File: src/rtl/instr_fetch_pkg.sv
// Shared CPU definitions used by the fetch stage: datapath widths, the fetch
// state encoding and the address-alignment helper.
package instr_fetch_pkg;

    localparam int XLEN = 64;
    localparam int ILEN = 32;
    localparam logic [XLEN-1:0] PC_STEP = 64'd4;

    typedef enum logic [1:0] {
        FETCH_IDLE  = 2'd0,
        FETCH_REQ   = 2'd1,
        FETCH_DONE  = 2'd2,
        FETCH_FAULT = 2'd3
    } fetch_state_e;

    function automatic logic is_word_aligned(input logic [XLEN-1:0] addr);
        return (addr[1:0] == 2'b00);
    endfunction

endpackage

File: src/rtl/instr_fetch.sv
// Instruction fetch stage: issues one instruction-memory read per fetch request,
// handles branch redirects in every state and latches a sticky fault.
module instr_fetch
    import instr_fetch_pkg::*;
#(
    parameter logic [XLEN-1:0] RESET_PC = 64'h0,
    parameter int              TIMEOUT  = 16
) (
    input  logic            clk,
    input  logic            reset,
    input  logic            fetch_req,
    input  logic            pc_load,
    input  logic [XLEN-1:0] pc_target,
    output logic            imem_req,
    output logic [XLEN-1:0] imem_addr,
    input  logic            imem_ack,
    input  logic [ILEN-1:0] imem_rdata,
    output logic [ILEN-1:0] instruction,
    output logic            load_ir,
    output logic [XLEN-1:0] instr_pc,
    output logic            busy,
    output logic            fault
);

    localparam int              CNT_W     = $clog2(TIMEOUT + 1);
    localparam logic [CNT_W-1:0] WAIT_LAST = CNT_W'(TIMEOUT - 1);

    fetch_state_e     state_r;
    logic [XLEN-1:0]  pc_r;
    logic [XLEN-1:0]  pend_pc_r;
    logic             pend_r;
    logic [CNT_W-1:0] wait_cnt_r;
    logic             bad_target_s;
    logic             redirect_s;
    logic [XLEN-1:0]  redirect_pc_s;

    // Redirect decode: a same-cycle pc_load wins over an older pending one.
    always_comb begin
        bad_target_s  = 1'b0;
        redirect_s    = pend_r;
        redirect_pc_s = pend_pc_r;
        if (pc_load) begin
            bad_target_s  = !is_word_aligned(pc_target);
            redirect_s    = 1'b1;
            redirect_pc_s = pc_target;
        end else begin
            bad_target_s  = 1'b0;
        end
    end

    // Busy decodes straight from the state register.
    always_comb begin
        busy = (state_r != FETCH_IDLE);
    end

    // Fetch FSM with PC, capture registers and all registered outputs.
    always_ff @(posedge clk or negedge reset) begin
        if (!reset) begin
            state_r     <= FETCH_IDLE;
            pc_r        <= RESET_PC;
            pend_pc_r   <= '0;
            pend_r      <= 1'b0;
            wait_cnt_r  <= '0;
            imem_req    <= 1'b0;
            imem_addr   <= '0;
            instruction <= '0;
            instr_pc    <= '0;
            load_ir     <= 1'b0;
            fault       <= 1'b0;
        end else begin
            case (state_r)
                FETCH_IDLE: begin
                    load_ir <= 1'b0;
                    if (bad_target_s) begin
                        fault   <= 1'b1;
                        state_r <= FETCH_FAULT;
                    end else if (pc_load) begin
                        pc_r <= pc_target;
                        if (fetch_req) begin
                            state_r    <= FETCH_REQ;
                            imem_req   <= 1'b1;
                            imem_addr  <= pc_target;
                            wait_cnt_r <= '0;
                        end
                    end else if (fetch_req) begin
                        state_r    <= FETCH_REQ;
                        imem_req   <= 1'b1;
                        imem_addr  <= pc_r;
                        wait_cnt_r <= '0;
                    end
                end
                FETCH_REQ: begin
                    if (bad_target_s) begin
                        fault    <= 1'b1;
                        imem_req <= 1'b0;
                        pend_r   <= 1'b0;
                        state_r  <= FETCH_FAULT;
                    end else if (imem_ack) begin
                        wait_cnt_r <= '0;
                        pend_r     <= 1'b0;
                        if (redirect_s) begin
                            // Stale word is dropped; the access restarts at the new PC.
                            pc_r      <= redirect_pc_s;
                            imem_addr <= redirect_pc_s;
                        end else begin
                            instruction <= imem_rdata;
                            instr_pc    <= pc_r;
                            load_ir     <= 1'b1;
                            imem_req    <= 1'b0;
                            state_r     <= FETCH_DONE;
                        end
                    end else if (wait_cnt_r == WAIT_LAST) begin
                        fault    <= 1'b1;
                        imem_req <= 1'b0;
                        pend_r   <= 1'b0;
                        state_r  <= FETCH_FAULT;
                    end else begin
                        wait_cnt_r <= wait_cnt_r + CNT_W'(1);
                        if (pc_load) begin
                            pend_r    <= 1'b1;
                            pend_pc_r <= pc_target;
                        end
                    end
                end
                FETCH_DONE: begin
                    load_ir <= 1'b0;
                    if (bad_target_s) begin
                        fault   <= 1'b1;
                        state_r <= FETCH_FAULT;
                    end else if (pc_load) begin
                        pc_r    <= pc_target;
                        state_r <= FETCH_IDLE;
                    end else begin
                        pc_r    <= pc_r + PC_STEP;
                        state_r <= FETCH_IDLE;
                    end
                end
                FETCH_FAULT: begin
                    imem_req <= 1'b0;
                    load_ir  <= 1'b0;
                    fault    <= 1'b1;
                end
                default: begin
                    imem_req <= 1'b0;
                    load_ir  <= 1'b0;
                    fault    <= 1'b1;
                    state_r  <= FETCH_FAULT;
                end
            endcase
        end
    end

endmodule
File: config.mk
export PLATFORM = sky130hd
export DESIGN_NAME = instr_fetch
export DESIGN_NICKNAME = d
export VERILOG_FILES = /design/src/rtl/instr_fetch_pkg.sv /design/src/rtl/instr_fetch.sv
export SDC_FILE = /design/constraint.sdc
export NUM_CORES = 1
export LEC_CHECK = 0
export CORE_UTILIZATION = 43
export CTS_BUF_LIST = sky130_fd_sc_hd__clkbuf_4
export DETAILED_ROUTE_END_ITERATION = 10
export PLACE_DENSITY = 0.67
export SETUP_SLACK_MARGIN = 0.3
export SLEW_MARGIN = 30
export SYNTH_ARGS = -nofsm -noshare
export SYNTH_HDL_FRONTEND = slang
export SYNTH_SLANG_ARGS = --single-unit
export TNS_END_PERCENT = 30
File: constraint.sdc
create_clock -name clk -period 4.4 [get_ports clk]
set_clock_uncertainty 0.05 [all_clocks]
set_input_delay 0.66 -clock clk [delete_from_list [all_inputs] [get_ports clk]]
set_output_delay 0.66 -clock clk [all_outputs]
set_load 0.01 [all_outputs]
### After elaboration in Yosys (flattened, before gate mapping)

Cells that the tools add are included.

* flip-flop bits (word level): 299

* equality and inequality tests: 19
* muxes and demuxes: 49
* reductions and logical operators: 18
* add/sub/neg operators: 2
* bitwise logic cells: 4

Operators with widths (count)
* 64-bit 2-to-1 mux: 12
* 64-bit case mux with 3 select lines: 1
* 64-bit case mux with 2 select lines: 1
* 64-bit by 3-bit adder with 64-bit output, second input constant: 1
* 5-bit 2-to-1 mux: 5
* 1-bit 2-to-1 mux: 18
* 2-bit != test, second input constant: 8
* 2-bit 2-to-1 mux: 7
* 3-bit != test, second input constant: 4
* 4-bit AND reduction: 3
* 5-bit case mux with 2 select lines: 1
* 5-bit AND reduction: 2
* 4-bit != test, second input constant: 2
* 7-bit AND reduction: 1
* 1-bit case mux with 3 select lines: 2
* 2-bit case mux with 3 select lines: 1
* 3-bit AND reduction: 2
* 6-bit AND reduction: 1
* 3-bit nonzero test: 2
* 5-bit by 1-bit adder with 5-bit output, second input constant: 1
* 5-bit by 4-bit equality test with 1-bit output, second input constant: 1
* 2-bit equality test, second input constant: 2
* 2-bit zero test: 2
* 1-bit inverter: 4
* 7 further kinds: 8

### Longest topological paths before layout

Gate-level depths: netlist of the first run.

* depth in word-level cells: 5
* gate-level depth with buffers: 11

### Worst setup path after synthesis of the first run

No wires, ideal clock.

* path kind: input-to-reg
* from: input pc_load
* to: register instruction[23]
* setup time: 0.125 ns
* stages on the path: 5
* slack: 1.766 ns
* arrival time: 2.459 ns
* cell sequence: clkbuf_1 nor4b_1 clkbuf_1 buf_2 mux2_2

* word-level cells in the longest chain between the ends: 3

Ends and longest elaborated chain
* from (decl): RTL line instr_fetch.sv:12 `input logic pc_load,`
* 1-bit 2-to-1 mux, on equally long branches
* 1-bit inverter (no source line)
* 4-bit AND reduction (no source line) *
* to (signal assigned): RTL line instr_fetch.sv:106 `instruction <= imem_rdata;`
* to (decl): RTL line instr_fetch.sv:18 `output logic [ILEN-1:0] instruction,`

Mark *: on every way between the ends. The rest lies on a longest branch, timed or not.
A chain may end at the register's enable or synchronous reset.

### Worst setup path after layout of the first run

* from: register state_r[1]
* to: register imem_addr[11]

* word-level cells in the longest chain between the ends: 3

Ends and longest elaborated chain
* from (decl): RTL line instr_fetch.sv:28 `fetch_state_e state_r;`
* from (signal assigned): RTL line instr_fetch.sv:59 `state_r <= FETCH_IDLE;`
* from (signal assigned): RTL line instr_fetch.sv:76 `state_r <= FETCH_FAULT;`
* from (signal assigned): RTL line instr_fetch.sv:80 `state_r <= FETCH_REQ;`
* 2-bit by 1-bit equality test with 1-bit output / 2-bit zero test (equally long branches): RTL line instr_fetch.sv:71 `case (state_r)`
* 2-bit != test (no source line) / 2-bit nonzero test (equally long branches)
* 6-bit AND reduction (no source line)
* to (signal assigned): RTL line instr_fetch.sv:82 `imem_addr <= pc_target;`
* to (signal assigned): RTL line instr_fetch.sv:88 `imem_addr <= pc_r;`
* to (signal assigned): RTL line instr_fetch.sv:104 `imem_addr <= redirect_pc_s;`
* to (decl): RTL line instr_fetch.sv:15 `output logic [XLEN-1:0] imem_addr,`

Parallel ways exist; a longest one is shown, timed or not.

==> key figures, run 1 <==
Status
  • Status: finished with violations
  • Failing checks: DRC

Die
  • Vert. Die Dim: 193 µm
  • I/O pin cnt: 265
  • Starting Density: 43.9%
  • Die Width: 193 µm
  • Core area: 0.0357 mm²
  • FP Rows: 69
  • Die area: 0.0372 mm²

Yosys
  • EDFF count, synth: 0
  • Synth warn: 0
  • Yosys top cell area share: 47.7%
  • Synth Instances: 1568
  • Synth area leader: dfrtp_1
  • Post-synth net total: 1677
  • Ys flop type: dfrtp_1
  • Yosys reg bits: 299
  • Synthesized area: 0.0157 mm²
  • Post-Syn Area per Cell: 10.0 µm²
  • Distinct cells, synth: 72
  • Largest cells by area after synthesis: dfrtp_1 48%, mux2_2 13%, o21ai_0 5.1%
  • Post-synthesis sequential area ratio: 47.7%
  • Asr flop ratio synth: 100%

STA
  • Slew Viols, Final: 0
  • Final period util: 71.5%
  • Worst-Margin Slew: 1.00 ns
  • Relative slew slack: 32.8%
  • Setup TNS: 0 ns
  • Crit path time final: 3.15 ns
  • Final hold vios: 0
  • RSZ-0062 raised after global routing: false
  • Max Fclk: 318 MHz
  • Final worst slack: 1.25 ns
  • Final number of setup-violating endpoints: 0

Worst setup path
  • Worst-path fanout max: 67
  • Worst Path Required: 4.98 ns
  • WP data arrival: 3.73 ns
  • Worst Setup Start Kind: flip-flop
  • Critical setup path kind: flip-flop to flip-flop
  • Worst Setup End Kind: flip-flop

Clock tree
  • TritonCTS clock tree: built
  • Worst-path clk slew: 0.07 ns
  • CTS sink count: 299
  • Worst-Skew Late Latency: 0.76 ns
  • Max clock buf depth: 3
  • Num CTS Buffers: 84
  • Root Buffer: clkbuf_4
  • CTS H-Tree Depth: 3

Detailed routing
  • Initial drt markers: 1180
  • Router iterations before antenna repair: 9
  • Routed Antenna Nets: 0
  • Routed via count: 13935
  • Routed wire length per instance: 20.2 µm
  • Routed wire length: 47600 µm
  • Drt drc: 14
  • Vias per cell: 5.91

Power
  • Peak VDD IR: 0.159 mV
  • Power Density: 300 mW/mm²
  • Leak: 8.50 nW

Global routing
  • Gr usage total: 25.7%
  • Number of global-route vias before repair: 13541
  • Largest net degree at the start of global routing: 120
  • Global route overflow: 0
  • Global-route wire length before repair: 74800 µm
  • Initial antenna violation count: 4

Placement
  • Pre-CTS setup slack: 1.30 ns
  • DP Wirelength: 31600 µm
  • I/O Buffers: 264
  • Gpl congestion: 0.878

Cells and area
  • Fin util: 55.6%
  • Share of layout cells above drive strength 1: 19.1%
  • Nets: 1942
  • Area Growth Syn to Fin: 26.7%

Min path
  • Hold crit path type: input pin to async pin

Job
  • Max_cap viols: 0
layout by cell type (no fill, tap or decap), drive strengths merged, types with 6 or more instances in the layout:
cell / instances
dfrtp: 299
clkdlybuf4s50: 262
mux2: 177
o21ai: 165
nand2: 134
clkbuf: 127
a21oi: 116
nor2: 115
mux2i: 51
buf: 31
nor3: 28
nand3: 27
nand4: 26
o31ai: 23
nor2b: 21
inv: 19
clkinv: 18
a22o: 17
a221oi: 15
nand2b: 15
a211oi: 14
a31oi: 13
or3: 12
nor4: 12
a221o: 11
a22oi: 10
and3: 9
o211ai: 9
ha: 8
and2: 7
xnor2: 7
a21o: 7
o2bb2ai: 7
o31a: 6
per-stage QoR:
stage | instances | power (mW) | hold slack, ns | area, µm²
floorplan | 1568 | 3.13 | 0.314 | 15700
global placement | 2205 | 3.48 | 0.418 | 18800
CTS | 2353 | 6.04 | 0.405 | 19800
detailed placement | 2206 | 3.49 | 0.412 | 18800
finish | 2356 | 5.96 | 0.320 | 19900
global route | 2356 | 6.26 | 0.319 | 19900
cell families (layout without fill, tap and decap cells):
logic type | after synthesis | in the layout | synth area share [%]
mux | 228 | 228 | 16.0
simple gates | 425 | 425 | 13.2
buf+inv | 133 | 458 | 3.33
compound gates | 464 | 464 | 18.6
xor+xnor | 11 | 11 | 0.614
flops | 299 | 299 | 47.7
fa+ha+maj | 8 | 8 | 0.638
other cells | 0 | 2 | 0
report_power, final:
group / internal (mW) / switching [mW]
Clock: 1.30 / 1.21
Combinational: 0.276 / 0.267
Sequential: 2.82 / 0.0763
Total: 4.40 / 1.56
critical path: stages, from the launching register on:
cell	delay, ns
dfrtp_1	0.42
inv_1	0.15
ha_4	0.47
inv_1	0.40
o21ai_1	0.36
nand2_1	0.14
a21o_4	0.43
buf_12	0.27
o31ai_1	0.29
final cells by class:
class / count / area [µm²]
diodes: 2 / 5.00
clock buffers: 127 / 953
flip-flops and latches: 299 / 7480
fillers: 3236 / 15900
clock inverters: 19 / 71.3
inverters: 18 / 67.6
multi-input cells: 1136 / 7750
repair buffers: 294 / 2970
well taps: 461 / 577
routing by layer:
metal	global-route usage [%]	wire [µm]
met5	0	23
met4	9.89	1300
met3	5.79	3950
met2	39.3	21600
met1	35.5	20700
final timing paths:
| kind | from | endpoint | slack (ns) | depth (start not counted) |
|---|---|---|---|---|
| min | reset | instruction[10] | 0.32 | 2 |
| min reg2reg | imem_addr[5] | imem_addr[5] | 0.43 | 2 |
| max in group asynchronous | reset | instruction[20] | 2.67 | 4 |
| min in group clk | imem_addr[5] | imem_addr[5] | 0.43 | 2 |
| max | state_r[1] | imem_addr[11] | 1.25 | 8 |
| max reg2reg | state_r[1] | imem_addr[11] | 1.25 | 8 |
flip-flops by register name, indices dropped and copies added, names as in the netlist:
signal / flops
instruction: 32
wait_cnt_r: 5
state_r: 2
load_ir: 1
instr_pc: 64
pend_pc_r: 64
fault: 1
pc_r: 64
imem_req: 1
pend_r: 1
imem_addr: 64
synth_stat cells (7+ instances only):
library cell  number
a211oi_1          14
a31oi_1           13
nor2b_1           21
o211ai_1           9
ha_1               8
o31ai_1           23
nor3_1            26
mux2i_1           51
nand3_1           27
nor2_1           115
clkbuf_1          97
buf_2              9
a22o_1            17
a22oi_1           10
inv_1             17
a221oi_1          15
o21ai_0          161
nand4_1           25
a221o_1           11
mux2_2           177
buf_1              7
and2_1             7
nand2_1          134
nor4_1             8
a21oi_1          116
dfrtp_1          299
nand2b_1          15
xnor2_1            7
or3_1             12
a21o_1             7
and3_1             9
what timing repair did:
action	4_1_cts	5_1_grt
resized for setup	0	0
hold buffers	1	0
endpoints found under the hold margin	69	0
setup buffers	0	0
(Power assumes the default switching activity.)
==> inputs of run 2 (changes only) <==
==> constraint.sdc (replaced) <==
create_clock -name clk -period 3.1 [get_ports clk]
set_clock_uncertainty 0.05 [all_clocks]
set_input_delay 0.465 -clock clk [delete_from_list [all_inputs] [get_ports clk]]
set_output_delay 0.465 -clock clk [all_outputs]
set_load 0.01 [all_outputs]
==> key figures, run 2 (synthesized netlist as in run 1, its figures left out) <==
Die
  • Vert. Die Dim: 193 µm (unchanged)
  • Die area: 0.0372 mm² (unchanged)
  • I/O pin cnt: 265 (unchanged)
  • Core area: 0.0357 mm² (unchanged)
  • FP Rows: 69 (unchanged)
  • Starting Density: 43.9% (unchanged)
  • Die Width: 193 µm (unchanged)

Global routing
  • Number of global-route vias before repair: 13670 (was 13541)
  • Largest net degree at the start of global routing: 87 (was 120)
  • Global route overflow: 0 (unchanged)
  • Gr usage total: 26.2% (was 25.7%)
  • Initial antenna violation count: 4 (unchanged)
  • Global-route wire length before repair: 76000 µm (was 74800 µm)

Clock tree
  • TritonCTS clock tree: built (unchanged)
  • CTS H-Tree Depth: 3 (unchanged)
  • Root Buffer: clkbuf_4 (unchanged)
  • Worst-path clk slew: 0.06 ns (was 0.07 ns)
  • CTS sink count: 299 (unchanged)
  • Max clock buf depth: 3 (unchanged)
  • Worst-Skew Late Latency: 0.76 ns (about the same)
  • Num CTS Buffers: 86 (was 84)

Cells and area
  • Seq. cell area: 0.00748 mm² (unchanged)
  • Nets: 1968 (was 1942)
  • Area occupied by multi-input gates: 0.00776 mm² (was 0.00775 mm²)
  • Post-Layout Inst Area: 0.0201 mm² (was 0.0199 mm²)
  • Fin util: 56.2% (was 55.6%)
  • Commonest non-fill, non-tap cell in the layout: dfrtp_1 (unchanged)
  • Most frequent cells in the layout: 299 x dfrtp_1, 262 x clkdlybuf4s50_1, 177 x mux2_2 (unchanged)
  • Area Growth Syn to Fin: 28.2% (was 26.7%)
  • Fill cell count: 3204 (was 3236)
  • Share of layout cells above drive strength 1: 19.9% (was 19.1%)

Detailed routing
  • Routed wire length: 48700 µm (was 47600 µm)
  • Routed via count: 14048 (was 13935)
  • Routed wire length per instance: 20.5 µm (was 20.2 µm)
  • Initial drt markers: 996 (was 1180)
  • Routed Antenna Nets: 0 (unchanged)
  • Router iterations before antenna repair: 9 (unchanged)
  • Vias per cell: 5.91 (about the same)
  • Drt drc: 14 (unchanged)

Power
  • Leak: 8.64 nW (was 8.50 nW)
  • Sw Share: 25.9% (was 26.1%)
  • Final Power: 8.37 mW (was 5.96 mW)
  • Pint: 6.20 mW (was 4.40 mW)
  • Flop pwr share: 49.1% (was 48.7%)
  • Comb power frac: 9.3% (was 9.1%)
  • Peak VDD IR: 0.270 mV (was 0.159 mV)
  • Share of total power in the clock network: 41.6% (was 42.2%)
  • Power Density: 416 mW/mm² (was 300 mW/mm²)
  • Switch Pwr: 2.17 mW (was 1.56 mW)

Status
  • Status: finished with violations (unchanged)
  • Failing checks: DRC (unchanged)

Worst setup path
  • Worst Setup End Kind: output pin (was flip-flop)
  • Worst Path Required: 2.58 ns (was 4.98 ns)
  • Worst-path fanout max: 8 (was 67)
  • R2R Setup Slk: 0.43 ns (was 1.25 ns)
  • WP data arrival: 2.21 ns (was 3.73 ns)
  • Worst Setup Start Kind: flip-flop (unchanged)
  • Critical setup path kind: flip-flop to output pin (was flip-flop to flip-flop)

STA
  • Final period util: 87.9%
  • Worst-Margin Slew: 0.733 ns (was 1.00 ns)
  • Max Fclk: 367 MHz
  • Final number of setup-violating endpoints: 0 (unchanged)
  • Crit path time final: 2.72 ns
  • RSZ-0062 raised after global routing: true (was false)
  • Final worst slack: 0.377 ns (was 1.25 ns)
  • Setup TNS: 0 ns (unchanged)
  • Relative slew slack: 51.2% (was 32.8%)
  • Slew Viols, Final: 0 (unchanged)
  • Final hold vios: 0 (unchanged)

Job
  • Max_cap viols: 0 (unchanged)

Placement
  • Gpl congestion: 0.905 (was 0.878)
  • I/O Buffers: 264 (unchanged)
  • Area after DPL: 0.0190 mm² (was 0.0188 mm²)
  • Pre-CTS setup slack: 0.317 ns (was 1.30 ns)
  • DP Wirelength: 32800 µm (was 31600 µm)

Min path
  • Hold crit path type: input pin to flip-flop (was input pin to async pin)
## run 2: changes by cell type in the layout (fill, tap and decap cells not counted), moves of 2 or more
cell / delta
buf_12: +7
buf_4: +18
nor4_2: -2
clkbuf_4: -4
## run 2: cell type report
class	instances	share of cell area (%)
multi-input cells	1136	38.6
flip-flops and latches	299	37.2
repair buffers	318	16.0
well taps	461	2.87
clock buffers	123	4.59
inverters	18	0.336
diodes	3	0.0373
clock inverters	17	0.317
## run 2: metal layers
layer  track usage (%)  vias to the layer above  wire length, µm
met3              5.54                       95             3710
met5                 0                        -               11
met2              41.1                      563            22600
li1                  -                     6462                -
met1              35.6                     6926            21100
met4              9.83                        2             1250
## run 2: power by group through the flow
stage / combinational [mW] / sequential (mW) / clock, mW
3_5_place_dp: 0.779 / 4.18 / 0
6_report: 0.778 / 4.11 / 3.48
5_1_grt: 0.857 / 4.12 / 3.82
2_1_floorplan: 0.257 / 4.19 / 0
4_1_cts: 0.784 / 4.11 / 3.59
3_3_place_gp: 0.769 / 4.18 / 0
## run 2: worst paths after layout
path / from / endpoint / cells after the start
hold / removal: pc_load / imem_addr[50] / 3
min in group asynchronous: reset / instruction[12] / 2
hold reg to reg: wait_cnt_r[3] / wait_cnt_r[3] / 1
max in group asynchronous: reset / pc_r[44] / 3
setup reg to reg: state_r[1] / instr_pc[22] / 6
setup / recovery: state_r[0] / busy / 4
## run 2: repair_timing
action                                  4_1_cts  5_1_grt
endpoints found under the hold margin        56        0
setup buffers                                 0        4
hold buffers                                  1        0
endpoints found under the setup margin        0       13
gates resized for setup                       0        3
## run 2: worst max-delay path, stage by stage (launching register included)
cell and delay (ns):
dfrtp_1 0.44, inv_1 0.11, ha_2 0.26, inv_1 0.09, clkdlybuf4s50_1 0.56
## run 2: metrics by stage
stage | hold slack (ns) | cells
global route | 0.201 | 2375
finish | 0.190 | 2375
floorplan | 0.119 | 1568
global placement | 0.381 | 2227
CTS | 0.124 | 2368
detailed placement | 0.381 | 2227
